$ cat src/rtl/parity_err_monitor_if.sv
// ----------------------------------------------------------------------------
// parity_err_monitor_if
//
// Purpose:
//   Groups the fetched-word bus and the host acknowledge that feed the
//   parity error monitor. The producer of fetched words (and the host that
//   acknowledges alarms) uses the master modport; the monitor uses the
//   slave modport.
//
// Signals:
//   in_valid  qualifies addr/data/par for one clk cycle
//   addr[3:0] counter address of the fetched word
//   data[7:0] fetched data byte
//   par       stored parity bit for data
//   ack       single-cycle acknowledge of an alarm
// ----------------------------------------------------------------------------
interface parity_err_monitor_if;
  logic       in_valid;
  logic [3:0] addr;
  logic [7:0] data;
  logic       par;
  logic       ack;

  modport master (
    output in_valid,
    output addr,
    output data,
    output par,
    output ack
  );

  modport slave (
    input in_valid,
    input addr,
    input data,
    input par,
    input ack
  );
endinterface

$ cat src/rtl/parity_err_monitor.sv
// ----------------------------------------------------------------------------
// parity_err_monitor
//
// Purpose:
//   Checks the parity of every valid fetched word, counts words and parity
//   errors, and runs an OK/WARN/ALARM state machine that raises an alarm
//   when THRESH errors have occurred within one acknowledge window. A window
//   starts after clear or after the host acknowledges an alarm. Optionally
//   captures the address and data of the first error of each window.
//
// Parameters:
//   THRESH  errors within one window that raise the alarm (1..15, default 3)
//
// Configuration macro:
//   PARITY_MON_CAPTURE_EN  defined   -> err_addr/err_data capture registers
//                                       are built
//                          undefined -> no capture registers; err_addr and
//                                       err_data are constant 0
//
// Ports:
//   clk             single clock, rising edge
//   clear           synchronous active-high reset
//   bus (slave)     in_valid/addr/data/par/ack, see parity_err_monitor_if
//   word_cnt[7:0]   valid words checked, wraps 255 -> 0
//   err_cnt[7:0]    parity errors since clear, saturates at 255
//   win_cnt[3:0]    errors in the current window, saturates at 15
//   alarm           high while the FSM is in ALARM
//   state[1:0]      OK=00, WARN=01, ALARM=10
//   err_addr[3:0]   addr of the first error in the current window
//   err_data[7:0]   data of the first error in the current window
//
// All outputs come straight from flops, so a sampled word is visible on the
// outputs one cycle after the edge that took it and there is no
// combinational input-to-output path.
// ----------------------------------------------------------------------------
module parity_err_monitor #(
  parameter int unsigned THRESH = 3
) (
  input  logic                        clk,
  input  logic                        clear,
  parity_err_monitor_if.slave         bus,
  output logic [7:0]                  word_cnt,
  output logic [7:0]                  err_cnt,
  output logic [3:0]                  win_cnt,
  output logic                        alarm,
  output logic [1:0]                  state,
  output logic [3:0]                  err_addr,
  output logic [7:0]                  err_data
);

  typedef enum logic [1:0] {
    ST_OK    = 2'b00,
    ST_WARN  = 2'b01,
    ST_ALARM = 2'b10
  } state_t;

  localparam logic [3:0] THRESH_W = 4'(THRESH);

  state_t     state_q, state_d;
  logic [7:0] word_cnt_q, word_cnt_d;
  logic [7:0] err_cnt_q, err_cnt_d;
  logic [3:0] win_cnt_q, win_cnt_d;
  logic       alarm_q, alarm_d;

  logic       parity_err;
  logic       ack_taken;
  logic [3:0] base_win;
  state_t     base_state;
  logic       first_err;

  // Next-state logic. An acknowledge taken in ALARM is applied first: it
  // closes the old window (base_win/base_state) and any error in the same
  // cycle is then counted as the first error of the new window. Acks in OK
  // or WARN do nothing. Cycles without in_valid only ever see ack handling.
  always_comb begin
    parity_err = bus.in_valid && ((^bus.data) != bus.par);
    ack_taken  = bus.ack && (state_q == ST_ALARM);
    base_win   = ack_taken ? 4'd0 : win_cnt_q;
    base_state = ack_taken ? ST_OK : state_q;

    word_cnt_d = word_cnt_q;
    err_cnt_d  = err_cnt_q;
    win_cnt_d  = base_win;
    state_d    = base_state;

    if (bus.in_valid) begin
      word_cnt_d = word_cnt_q + 8'd1;
    end

    if (parity_err) begin
      err_cnt_d = (err_cnt_q == 8'hFF) ? 8'hFF : err_cnt_q + 8'd1;
      win_cnt_d = (base_win == 4'hF) ? 4'hF : base_win + 4'd1;
      // Once in ALARM only an ack leaves it; further errors just count.
      if (base_state != ST_ALARM) begin
        state_d = (win_cnt_d >= THRESH_W) ? ST_ALARM : ST_WARN;
      end
    end

    // The alarm flag is registered from the next state so it lines up with
    // the state output instead of being decoded after the flop.
    alarm_d = (state_d == ST_ALARM);

    // First error of a window: the window was empty before this update and
    // we are not sitting in ALARM (errors there never overwrite capture).
    first_err = parity_err && (base_win == 4'd0) && (base_state != ST_ALARM);
  end

  // Counter and FSM registers. clear wins over any word or ack in the same
  // cycle so that all history is discarded.
  always_ff @(posedge clk) begin
    if (clear) begin
      state_q    <= ST_OK;
      word_cnt_q <= 8'd0;
      err_cnt_q  <= 8'd0;
      win_cnt_q  <= 4'd0;
      alarm_q    <= 1'b0;
    end else begin
      state_q    <= state_d;
      word_cnt_q <= word_cnt_d;
      err_cnt_q  <= err_cnt_d;
      win_cnt_q  <= win_cnt_d;
      alarm_q    <= alarm_d;
    end
  end

`ifdef PARITY_MON_CAPTURE_EN
  logic [3:0] err_addr_q, err_addr_d;
  logic [7:0] err_data_q, err_data_d;

  // Capture the first error of each window and hold it until the next
  // window's first error, so the host still sees it after acknowledging.
  always_comb begin
    err_addr_d = err_addr_q;
    err_data_d = err_data_q;
    if (first_err) begin
      err_addr_d = bus.addr;
      err_data_d = bus.data;
    end
  end

  always_ff @(posedge clk) begin
    if (clear) begin
      err_addr_q <= 4'd0;
      err_data_q <= 8'd0;
    end else begin
      err_addr_q <= err_addr_d;
      err_data_q <= err_data_d;
    end
  end

  assign err_addr = err_addr_q;
  assign err_data = err_data_q;
`else
  // Without the capture option the address and first-error flag have no
  // consumer; they are folded into a sink so nothing dangles.
  logic unused_capture;
  assign unused_capture = first_err ^ (^bus.addr);

  assign err_addr = 4'd0;
  assign err_data = 8'd0;
`endif

  assign word_cnt = word_cnt_q;
  assign err_cnt  = err_cnt_q;
  assign win_cnt  = win_cnt_q;
  assign alarm    = alarm_q;
  assign state    = state_q;

endmodule

$ cat src/flat_wrapper.sv
// flat-port wrapper written by rule: the top's interface ports become plain ports
module parity_err_monitor_flat 
#(
  parameter int unsigned THRESH = 3
)
  (clk, clear, word_cnt, err_cnt, win_cnt, alarm, state, err_addr, err_data, bus_in_valid, bus_addr, bus_data, bus_par, bus_ack);
  parity_err_monitor_if bus_i ();
  input  logic clk;
  input  logic clear;
  output logic [7:0] word_cnt;
  output logic [7:0] err_cnt;
  output logic [3:0] win_cnt;
  output logic alarm;
  output logic [1:0] state;
  output logic [3:0] err_addr;
  output logic [7:0] err_data;
  input wire logic [$bits(bus_i.in_valid)-1:0] bus_in_valid;
  input wire logic [$bits(bus_i.addr)-1:0] bus_addr;
  input wire logic [$bits(bus_i.data)-1:0] bus_data;
  input wire logic [$bits(bus_i.par)-1:0] bus_par;
  input wire logic [$bits(bus_i.ack)-1:0] bus_ack;
  assign bus_i.in_valid = bus_in_valid;
  assign bus_i.addr = bus_addr;
  assign bus_i.data = bus_data;
  assign bus_i.par = bus_par;
  assign bus_i.ack = bus_ack;
  parity_err_monitor #(.THRESH(THRESH)) u_core (.clk(clk), .clear(clear), .bus(bus_i), .word_cnt(word_cnt), .err_cnt(err_cnt), .win_cnt(win_cnt), .alarm(alarm), .state(state), .err_addr(err_addr), .err_data(err_data));
endmodule
$ cat config.mk
export PLATFORM = sky130hd
export DESIGN_NAME = parity_err_monitor_flat
export DESIGN_NICKNAME = d
export VERILOG_FILES = /design/src/rtl/parity_err_monitor_if.sv /design/src/rtl/parity_err_monitor.sv /design/src/flat_wrapper.sv
export SDC_FILE = /design/constraint.sdc
export NUM_CORES = 1
export LEC_CHECK = 0
export ABC_CLOCK_PERIOD_IN_PS = 3600
export BUFFER_PORTS_ARGS = -buffer_cell sky130_fd_sc_hd__clkbuf_2
export CORE_UTILIZATION = 25
export CTS_CLUSTER_SIZE = 10
export DETAILED_ROUTE_END_ITERATION = 6
export PLACE_DENSITY_LB_ADDON = 0.3
export SYNTH_ARGS = -nofsm -noshare
export SYNTH_HDL_FRONTEND = slang
export SYNTH_SLANG_ARGS = --single-unit
export TNS_END_PERCENT = 1
$ cat constraint.sdc
create_clock -name clk -period 3.6 [get_ports clk]
set_clock_uncertainty 0.05 [all_clocks]
set_input_delay 1.08 -clock clk [delete_from_list [all_inputs] [get_ports clk]]
set_output_delay 1.08 -clock clk [all_outputs]
set_load 0.01 [all_outputs]
==> results of run 1 <==
[per-stage QoR]
| stage | setup WS (ns) | power, mW | hold slack, ns | std cells | instance area [µm²] |
|---|---|---|---|---|---|
| after global routing | 0.784 | 0.654 | 0.503 | 243 | 1520 |
| after global placement | 0.621 | 0.454 | 0.421 | 239 | 1470 |
| after detailed placement | 0.650 | 0.454 | 0.430 | 239 | 1470 |
| after CTS | 0.920 | 0.621 | 0.447 | 243 | 1520 |
| final | 0.898 | 0.607 | 0.444 | 243 | 1520 |
| after floorplan | 0.925 | 0.423 | 0.450 | 153 | 1330 |
[sequential cells by signal (all words and copies together) (netlist names)]
register / cells
u_core.alarm: 1
u_core.win_cnt: 4
u_core.word_cnt: 8
u_core.state: 2
u_core.err_cnt: 8
[tightest hold or removal path, delay by kind of cell, from the launching register on]
| kind | cells | cell delay (ns) |
|---|---|---|
| DFF | 1 | 0.33 |
| and+or+nand+nor | 1 | 0.06 |
| AOI/OAI and AO/OA | 1 | 0.06 |
[cell families (layout without fill, tap and decap cells)]
family                     after synthesis  count (layout)  synth area share
AOI/OAI and AO/OA                       28              28             0.153
xor gates and xnor gates                11              11            0.0982
adders and majority gates                3               3            0.0292
buffers and inverters                   19              42            0.0963
DFF                                     23              23             0.358
muxes                                    3               3            0.0370
other                                    1              12           0.00292
and+or+nand+nor                         54              54             0.226
[layout by cell type, fill, tap and decap left out, drive strengths merged, types with 2 or more instances in the layout]
cell    instances
dfxtp          23
nand3           2
a31oi           2
a21oi           9
mux2i           2
nor2b           2
and2            3
inv             3
and4b           2
xnor2           4
conb           12
xor2            5
nand4           7
clkbuf         39
and3            2
nor3            6
a311oi          3
a211oi          2
nor2           13
o21ai           2
or3             2
nand2           8
ha              3
[worst max path at each step]
stage                                 end  slack [ns]  cells past startpoint
6_report       u_core.state[0]$_SDFF_PP0_        0.90                      9
5_1_grt           u_core.alarm$_SDFF_PP0_        0.78                      9
2_1_floorplan  u_core.state[0]$_SDFF_PP0_        0.93                      8
4_1_cts        u_core.state[0]$_SDFF_PP0_        0.92                      9
3_3_place_gp   u_core.state[0]$_SDFF_PP0_        0.62                      9
3_5_place_dp   u_core.state[0]$_SDFF_PP0_        0.65                      9
[routing by layer]
metal	global-route usage	wire [µm]	vias up
li1	-	-	561
met1	0.133	1300	507
met2	0.176	1230	34
met3	0.0288	126	2
met4	0.0299	17	0
met5	0	0	-
[power breakdown]
group          internal [mW]  switching (mW)  leakage, nW  total (mW)
Combinational         0.0694          0.0871        0.450       0.156
Clock                 0.0789          0.0805       0.0228       0.159
Sequential             0.272          0.0186        0.187       0.291
[area by class of cell]
| type | count | area share |
|---|---|---|
| inverters | 3 | 0.00741 |
| flip-flops and latches | 23 | 0.303 |
| multi-input cells | 111 | 0.489 |
| clock buffers | 4 | 0.0297 |
| well taps | 67 | 0.0552 |
| repair buffers | 35 | 0.115 |
==> impl_metrics.env, run 1 <==
export IMPL_nets=197
export IMPL_worst_pin_slew_ns=0.545
export IMPL_synth_common_cells="dfxtp_1 (23), nor2_1 (13), buf_4 (12)"
export IMPL_die_area_um2=5440
export IMPL_syn_inst=142
export IMPL_syn2layout_area_growth_pct=18.1
export IMPL_grt_pass1_wl_um=4430
export IMPL_start_util=0.265
export IMPL_routed_wl_um=2680
export IMPL_synth_top_area_frac=0.358
export IMPL_status="finished, final reports clean"
export IMPL_ctsRootBufferMaster="clkbuf_8"
export IMPL_io_pins=52
export IMPL_vias=1104
export IMPL_fillers=541
export IMPL_hpwl_um=1920
export IMPL_seq_area_frac_synth=0.358
export IMPL_cts_tree="yes"
export IMPL_wl_per_cell_um=11.0
export IMPL_synth_edf_count=0
export IMPL_crit_arrival_ns=2.81
export IMPL_antenna_found_initial=0
export IMPL_hold_class="flip-flop to flip-flop"
export IMPL_htree_num_levels=1
export IMPL_port_buffers=35
export IMPL_peakVddDrop_uv=216
export IMPL_die_width_um=73.7
export IMPL_r2r_start="u_core.state[1]$_SDFF_PP0_"
export IMPL_firstDrtPassIters=4
export IMPL_dominantRegCellSynth="dfxtp_1"
export IMPL_reg2reg_to="u_core.state[0]$_SDFF_PP0_"
export IMPL_synth_most_common_cell="dfxtp_1"
export IMPL_yosysTopAreaCell="dfxtp_1"
export IMPL_rsz0062_at_grt="false"
export IMPL_hp_start="u_core.state[1]$_SDFF_PP0_"
export IMPL_rr_worst_depth=9
export IMPL_ys_warn_count=0
export IMPL_gp_congestion=0.678
export IMPL_min_path_cells=2
export IMPL_max_slew_margin=0.629
export IMPL_grt_pass1_vias=1003
export IMPL_crit_fanout=8
export IMPL_crit_chain="clkbuf_2 -> nand2_1 -> and2_1 -> ha_1 -> and2_1 -> a21oi_1 -> nor3_1 -> a221o_1 -> o211a_1"
export IMPL_via_per_inst=4.54
export IMPL_hold_end="u_core.state[1]$_SDFF_PP0_"
export IMPL_cts_path_max_buffers=2
export IMPL_netlist_area_um2=1290
export IMPL_async_flop_share=0
export IMPL_cap_violations=0
export IMPL_fmax_ghz=0.370
export IMPL_tns_ns=0
export IMPL_hold_buffers=0
export IMPL_final_util=0.313
export IMPL_path_class="primary input to flip-flop"
export IMPL_setup_viol=0
export IMPL_drc=0
export IMPL_cts_buffers=3
export IMPL_synth_seq_cells=23
export IMPL_cp_required_ns=3.71
export IMPL_coreArea_um2=4850
export IMPL_path_clk_slew_ns=0.08
export IMPL_grt_ovfl_total=0
export IMPL_synth_distinct_cells=47
export IMPL_syn_avg_cell_area_um2=9.06
export IMPL_power_leakage_nw=0.660
export IMPL_fin_crit_sh=0.751
export IMPL_max_stage_delay_ns=0.39
export IMPL_ys_top_cells_by_area="dfxtp_1 (36%), buf_4 (7.0%), nor2_1 (3.8%)"
export IMPL_power_density_nw_per_um2=399
export IMPL_grt_usage=0.106
export IMPL_r2r_slack_ns=1.11
export IMPL_critPathLaunchType="primary input"
export IMPL_drv_slew=0
export IMPL_cp_end_kind="flip-flop"
export IMPL_row_count=25
export IMPL_first_iter_violations=59
export IMPL_drive_above_1_share=0.239
export IMPL_die_h_um=73.7
export IMPL_multi_input_area_um2=743
export IMPL_critical_path_most_common_cell="and2_1"
export IMPL_crit_start="bus_ack"
export IMPL_antenna_cells=0
export IMPL_ctsResizeCount=0
export IMPL_ant_nets=0
export IMPL_seqCellArea_um2=460
export IMPL_hold_viol=0
export IMPL_post_cts_buffers=0
export IMPL_clk_insertion_delay_late_ns=0.26
export IMPL_clock_sinks=23
export IMPL_min_period_ns=2.70
export IMPL_cp_slowest_cell="a221o_1"
export IMPL_worst_path_dominant_cell_family="compound AO/OA/AOI/OAI gates"
export IMPL_critPathBufInv=1
export IMPL_grt_start_max_net_pins=23
Note: power is estimated with default switching activity, not from simulation.
==> run 2, diff against run 1 <==
ABC_CLOCK_PERIOD_IN_PS = 2200   (was 3600)
clock period = 2.2 ns   (was 3.6 ns; I/O delays follow)
==> run 2 against run 1 <==
Effect of this change:
- combinational power increased by 120%
- register-to-register slack worse by 0.95 ns
- power grew 78%
- sequential share of layout area fell by 2.4 points
- sequential cell count is the same
- hold slack lost 0.0072 ns
- highest routed layer unchanged
==> impl_metrics.env, run 2 (synthesized netlist as in run 1, its figures left out) <==
export IMPL_die_width_um=73.7
export IMPL_clk_insertion_delay_late_ns=0.26
export IMPL_status="finished, final reports clean"
export IMPL_cts_buffers=3
export IMPL_power_leakage_nw=0.737
export IMPL_start_util=0.265
export IMPL_hpwl_um=2060
export IMPL_hold_buffers=0
export IMPL_crit_start="bus_data[5]"
export IMPL_tns_ns=0
export IMPL_drive_above_1_share=0.314
export IMPL_rr_worst_depth=9
export IMPL_final_util=0.341
export IMPL_p_sw_uw=329
export IMPL_seq_power_share=0.443
export IMPL_final_common_cell="clkbuf_2"
export IMPL_cts_path_max_buffers=2
export IMPL_r2r_slack_ns=0.16
export IMPL_gr_usage_met2=0.185
export IMPL_crit_arrival_ns=2.15
export IMPL_grt_usage=0.111
export IMPL_switching_share=0.304
export IMPL_comb_power_share=0.311
export IMPL_firstDrtPassIters=4
export IMPL_use_met1=0.143
export IMPL_grt_pass1_vias=1048
export IMPL_place_ws_ns=-0.151
export IMPL_drc=0
export IMPL_final_setup_worst_slack_ns=0.136
export IMPL_cp_required_ns=2.29
export IMPL_critPathLaunchType="primary input"
export IMPL_rsz0062_at_grt="false"
export IMPL_io_pins=52
export IMPL_power_density_nw_per_um2=653
export IMPL_path_class="primary input to flip-flop"
export IMPL_intPower_uw=752
export IMPL_die_area_um2=5440
export IMPL_coreArea_um2=4850
export IMPL_clockPowerShare=0.246
export IMPL_reg2reg_to="u_core.state[0]$_SDFF_PP0_"
export IMPL_grt_ovfl_total=0
export IMPL_grt_pass1_wl_um=4660
export IMPL_hold_viol=0
export IMPL_antenna_found_initial=0
export IMPL_die_h_um=73.7
export IMPL_crit_fanout=5
export IMPL_port_buffers=35
export IMPL_antenna_cells=0
export IMPL_fin_crit_sh=0.938
export IMPL_final_cell_mix="clkbuf_2 (35), dfxtp_1 (22), buf_4 (14), nor2_1 (13), conb_1 (12)"
export IMPL_vias=1161
export IMPL_fmax_ghz=0.485
export IMPL_cts_tree="yes"
export IMPL_endpoint="u_core.win_cnt[3]$_SDFF_PP0_"
export IMPL_first_iter_violations=35
export IMPL_nets=212
export IMPL_row_count=25
export IMPL_drv_slew=0
export IMPL_wl_per_cell_um=10.8
export IMPL_min_period_ns=2.06
export IMPL_path_clk_slew_ns=0.08
export IMPL_setup_viol=0
export IMPL_grt_start_max_net_pins=23
export IMPL_r2r_start="u_core.state[1]$_SDFF_PP0_"
export IMPL_peakVddDrop_uv=316
export IMPL_hold_class="flip-flop to flip-flop"
export IMPL_hold_ws_ns=0.436
export IMPL_routed_wl_um=2790
export IMPL_clock_sinks=23
export IMPL_grt_busiest_layer="met2"
export IMPL_cap_violations=0
export IMPL_ant_nets=0
export IMPL_gp_congestion=0.738
export IMPL_via_per_inst=4.50
export IMPL_htree_num_levels=1
export IMPL_gr_usage_met3=0.0247
export IMPL_ctsRootBufferMaster="clkbuf_8"
export IMPL_cp_end_kind="flip-flop"
export IMPL_syn2layout_area_growth_pct=28.7
[run 2: layout make-up]
type	count	area, µm²
repair buffers	50	300
flip-flops and latches	23	462
inverters	3	11.3
clock buffers	4	45.0
well taps	67	83.8
fillers	522	3190
multi-input cells	111	753
[run 2: timing repair]
action / 4_1_cts / 5_1_grt
buffers inserted: 0 / 0
hold endpoints to repair: 0 / 0
setup endpoints to repair: 0 / 5
gates resized for setup: 0 / 2
[run 2: through the flow]
stage / cell area (µm²) / cells / power (mW)
3_5_place_dp: 1600 / 254 / 0.821
2_1_floorplan: 1330 / 153 / 0.695
4_1_cts: 1650 / 258 / 1.10
3_3_place_gp: 1600 / 254 / 0.821
6_report: 1660 / 258 / 1.08
5_1_grt: 1660 / 258 / 1.15
[run 2: worst max-delay path: stages]
cell and delay (ns):
clkbuf_2 0.09, xor2_1 0.15, xnor3_2 0.46, mux2_4 0.35, o311ai_0 0.33, a21oi_1 0.11
[run 2: worst min-delay path by stage]
stage	slack [ns]	endpoint	from	cells past startpoint
2_1_floorplan	0.45	u_core.state[1]$_SDFF_PP0_	u_core.state[1]$_SDFF_PP0_	2
3_3_place_gp	0.42	u_core.word_cnt[7]$_SDFFE_PP0P_	u_core.word_cnt[7]$_SDFFE_PP0P_	2
3_5_place_dp	0.42	u_core.state[1]$_SDFF_PP0_	u_core.state[1]$_SDFF_PP0_	2
4_1_cts	0.44	u_core.state[1]$_SDFF_PP0_	u_core.state[1]$_SDFF_PP0_	2
5_1_grt	0.47	u_core.state[1]$_SDFF_PP0_	u_core.state[1]$_SDFF_PP0_	2
6_report	0.44	u_core.state[1]$_SDFF_PP0_	u_core.state[1]$_SDFF_PP0_	2
[run 2: power groups by stage]
stage / clock (mW) / sequential (mW) / combinational, mW
6_report: 0.265 / 0.479 / 0.336
4_1_cts: 0.281 / 0.476 / 0.339
3_5_place_dp: 0 / 0.485 / 0.336
3_3_place_gp: 0 / 0.486 / 0.335
2_1_floorplan: 0 / 0.494 / 0.201
5_1_grt: 0.297 / 0.484 / 0.372
[run 2: metal layers]
layer | vias to the layer above | wire [µm]
li1 | 594 | -
met1 | 531 | 1380
met2 | 34 | 1260
met3 | 2 | 135
met4 | 0 | 17
met5 | - | 0
==> run 3, diff against run 2 <==
CORE_UTILIZATION = 43   (was 25)
CTS_CLUSTER_DIAMETER = 120   (was default)
==> run 3 against run 2 <==
Effect of this change:
- the flow now finishes with violations (design-rule violations)
- fmax grew 0.19%
- sequential power is essentially flat
- final cell count shrank 15%
- routed wire length decreased by 2.7%
- highest routed layer unchanged
- sequential share of layout area rose by 1.4 points
- hold slack better by 0.022 ns
- sequential cell count stayed put
- clock power down 28%
- critical path type unchanged
- combinational power is 4% lower
==> impl_metrics.env, run 3 (synthesized netlist as in run 1, its figures left out) <==
export IMPL_status="finished, violations left"
export IMPL_violations="design-rule violations"
export IMPL_antenna_cells=0
export IMPL_setup_viol=0
export IMPL_cp_end_kind="flip-flop"
export IMPL_stdcell_count=219
export IMPL_power_density_nw_per_um2=631
export IMPL_fin_crit_sh=0.936
export IMPL_crit_fanout=5
export IMPL_routed_wl_um=2720
export IMPL_fmax_ghz=0.485
export IMPL_path_clk_slew_ns=0.12
export IMPL_seqCellArea_um2=460
export IMPL_gr_usage_met3=0.0553
export IMPL_hold_class="flip-flop to flip-flop"
export IMPL_drive_above_1_share=0.309
export IMPL_final_setup_worst_slack_ns=0.140
export IMPL_gp_congestion=0.775
export IMPL_coreArea_um2=2810
export IMPL_min_period_ns=2.06
export IMPL_power_uw=993
export IMPL_clk_insertion_delay_late_ns=0.31
export IMPL_grt_ovfl_total=0
export IMPL_row_count=19
export IMPL_nets=209
export IMPL_hold_ws_ns=0.458
export IMPL_place_inst=215
export IMPL_die_area_um2=3210
export IMPL_multi_input_area_um2=759
export IMPL_first_iter_violations=32
export IMPL_ctsRootBufferMaster="clkbuf_4"
export IMPL_syn2layout_area_growth_pct=22.4
export IMPL_port_buffers=35
export IMPL_drc=5
export IMPL_die_h_um=56.7
export IMPL_cts_path_max_buffers=2
export IMPL_power_leakage_nw=0.711
export IMPL_cap_violations=0
export IMPL_drv_slew=0
export IMPL_fillers=276
export IMPL_grt_usage=0.180
export IMPL_path_class="primary input to flip-flop"
export IMPL_peakVddDrop_uv=558
export IMPL_ant_nets=0
export IMPL_via_per_inst=5.33
export IMPL_critPathLaunchType="primary input"
export IMPL_clock_sinks=23
export IMPL_final_cell_mix="clkbuf_2 (35), dfxtp_1 (23), nor2_1 (13), conb_1 (12), buf_4 (11)"
export IMPL_start_util=0.459
export IMPL_use_met1=0.191
export IMPL_vias=1168
export IMPL_post_cts_buffers=0
export IMPL_ctsResizeCount=0
export IMPL_cp_required_ns=2.33
export IMPL_place_ws_ns=-0.192
export IMPL_antenna_found_initial=0
export IMPL_grt_start_max_net_pins=23
export IMPL_htree_num_levels=1
export IMPL_cts_buffers=3
export IMPL_final_common_cell="clkbuf_2"
export IMPL_grt_pass1_vias=1086
export IMPL_cts_tree="yes"
export IMPL_wl_per_cell_um=12.4
export IMPL_hold_viol=0
export IMPL_firstDrtPassIters=6
export IMPL_hold_buffers=0
export IMPL_gr_usage_met2=0.345
export IMPL_hpwl_um=2040
export IMPL_die_width_um=56.7
export IMPL_io_pins=52
export IMPL_grt_busiest_layer="met2"
export IMPL_rsz0062_at_grt="false"
export IMPL_grt_pass1_wl_um=4560
export IMPL_crit_arrival_ns=2.19
## run 3: cell count changes in the layout (fill, tap and decap cells not counted), sizes merged
cell and change:
buf -3
## run 3: metal layers
layer | vias to the layer above | part of all wire
met1 | 544 | 0.41
li1 | 590 | -
met4 | 0 | 0.0059
met5 | - | 0
met2 | 32 | 0.54
met3 | 2 | 0.046
## run 3: critical path, cell delays in order
cell and delay, ns:
clkbuf_2 0.09, xor2_1 0.14, xnor3_2 0.47, mux2_4 0.35, o311ai_0 0.35, a21oi_1 0.12
## run 3: cell type report
cell class	count	share of cell area
Inverter	3	0.00715
Multi-Input combinational cell	111	0.483
Sequential cell	23	0.293
Tap cell	31	0.0246
Clock buffer	4	0.0167
Timing Repair Buffer	47	0.176
## run 3: metrics by stage
| stage | util | cell area, µm² | setup TNS, ns |
|---|---|---|---|
| final | 0.561 | 1570 | 0 |
| after detailed placement | 0.548 | 1540 | -1.94 |
| after global placement | 0.548 | 1540 | -1.32 |
| after global routing | 0.561 | 1570 | 0 |
| after floorplan | - | 1330 | -0.0639 |
| after CTS | 0.557 | 1560 | 0 |
## run 3: report_power, final
part | internal, mW | switching [mW] | leakage (nW)
Sequential | 0.446 | 0.0340 | 0.187
Clock | 0.0707 | 0.120 | 0.0150
Combinational | 0.167 | 0.155 | 0.509
Total | 0.683 | 0.310 | 0.711
## run 3: final timing paths
kind,start,endpoint,slack [ns],cells past startpoint
min reg2reg,u_core.state[1]$_SDFF_PP0_,u_core.state[1]$_SDFF_PP0_,0.46,2
min,u_core.state[1]$_SDFF_PP0_,u_core.state[1]$_SDFF_PP0_,0.46,2
max reg2reg,u_core.state[1]$_SDFF_PP0_,u_core.state[0]$_SDFF_PP0_,0.15,9
max,bus_data[5],u_core.win_cnt[3]$_SDFF_PP0_,0.14,6
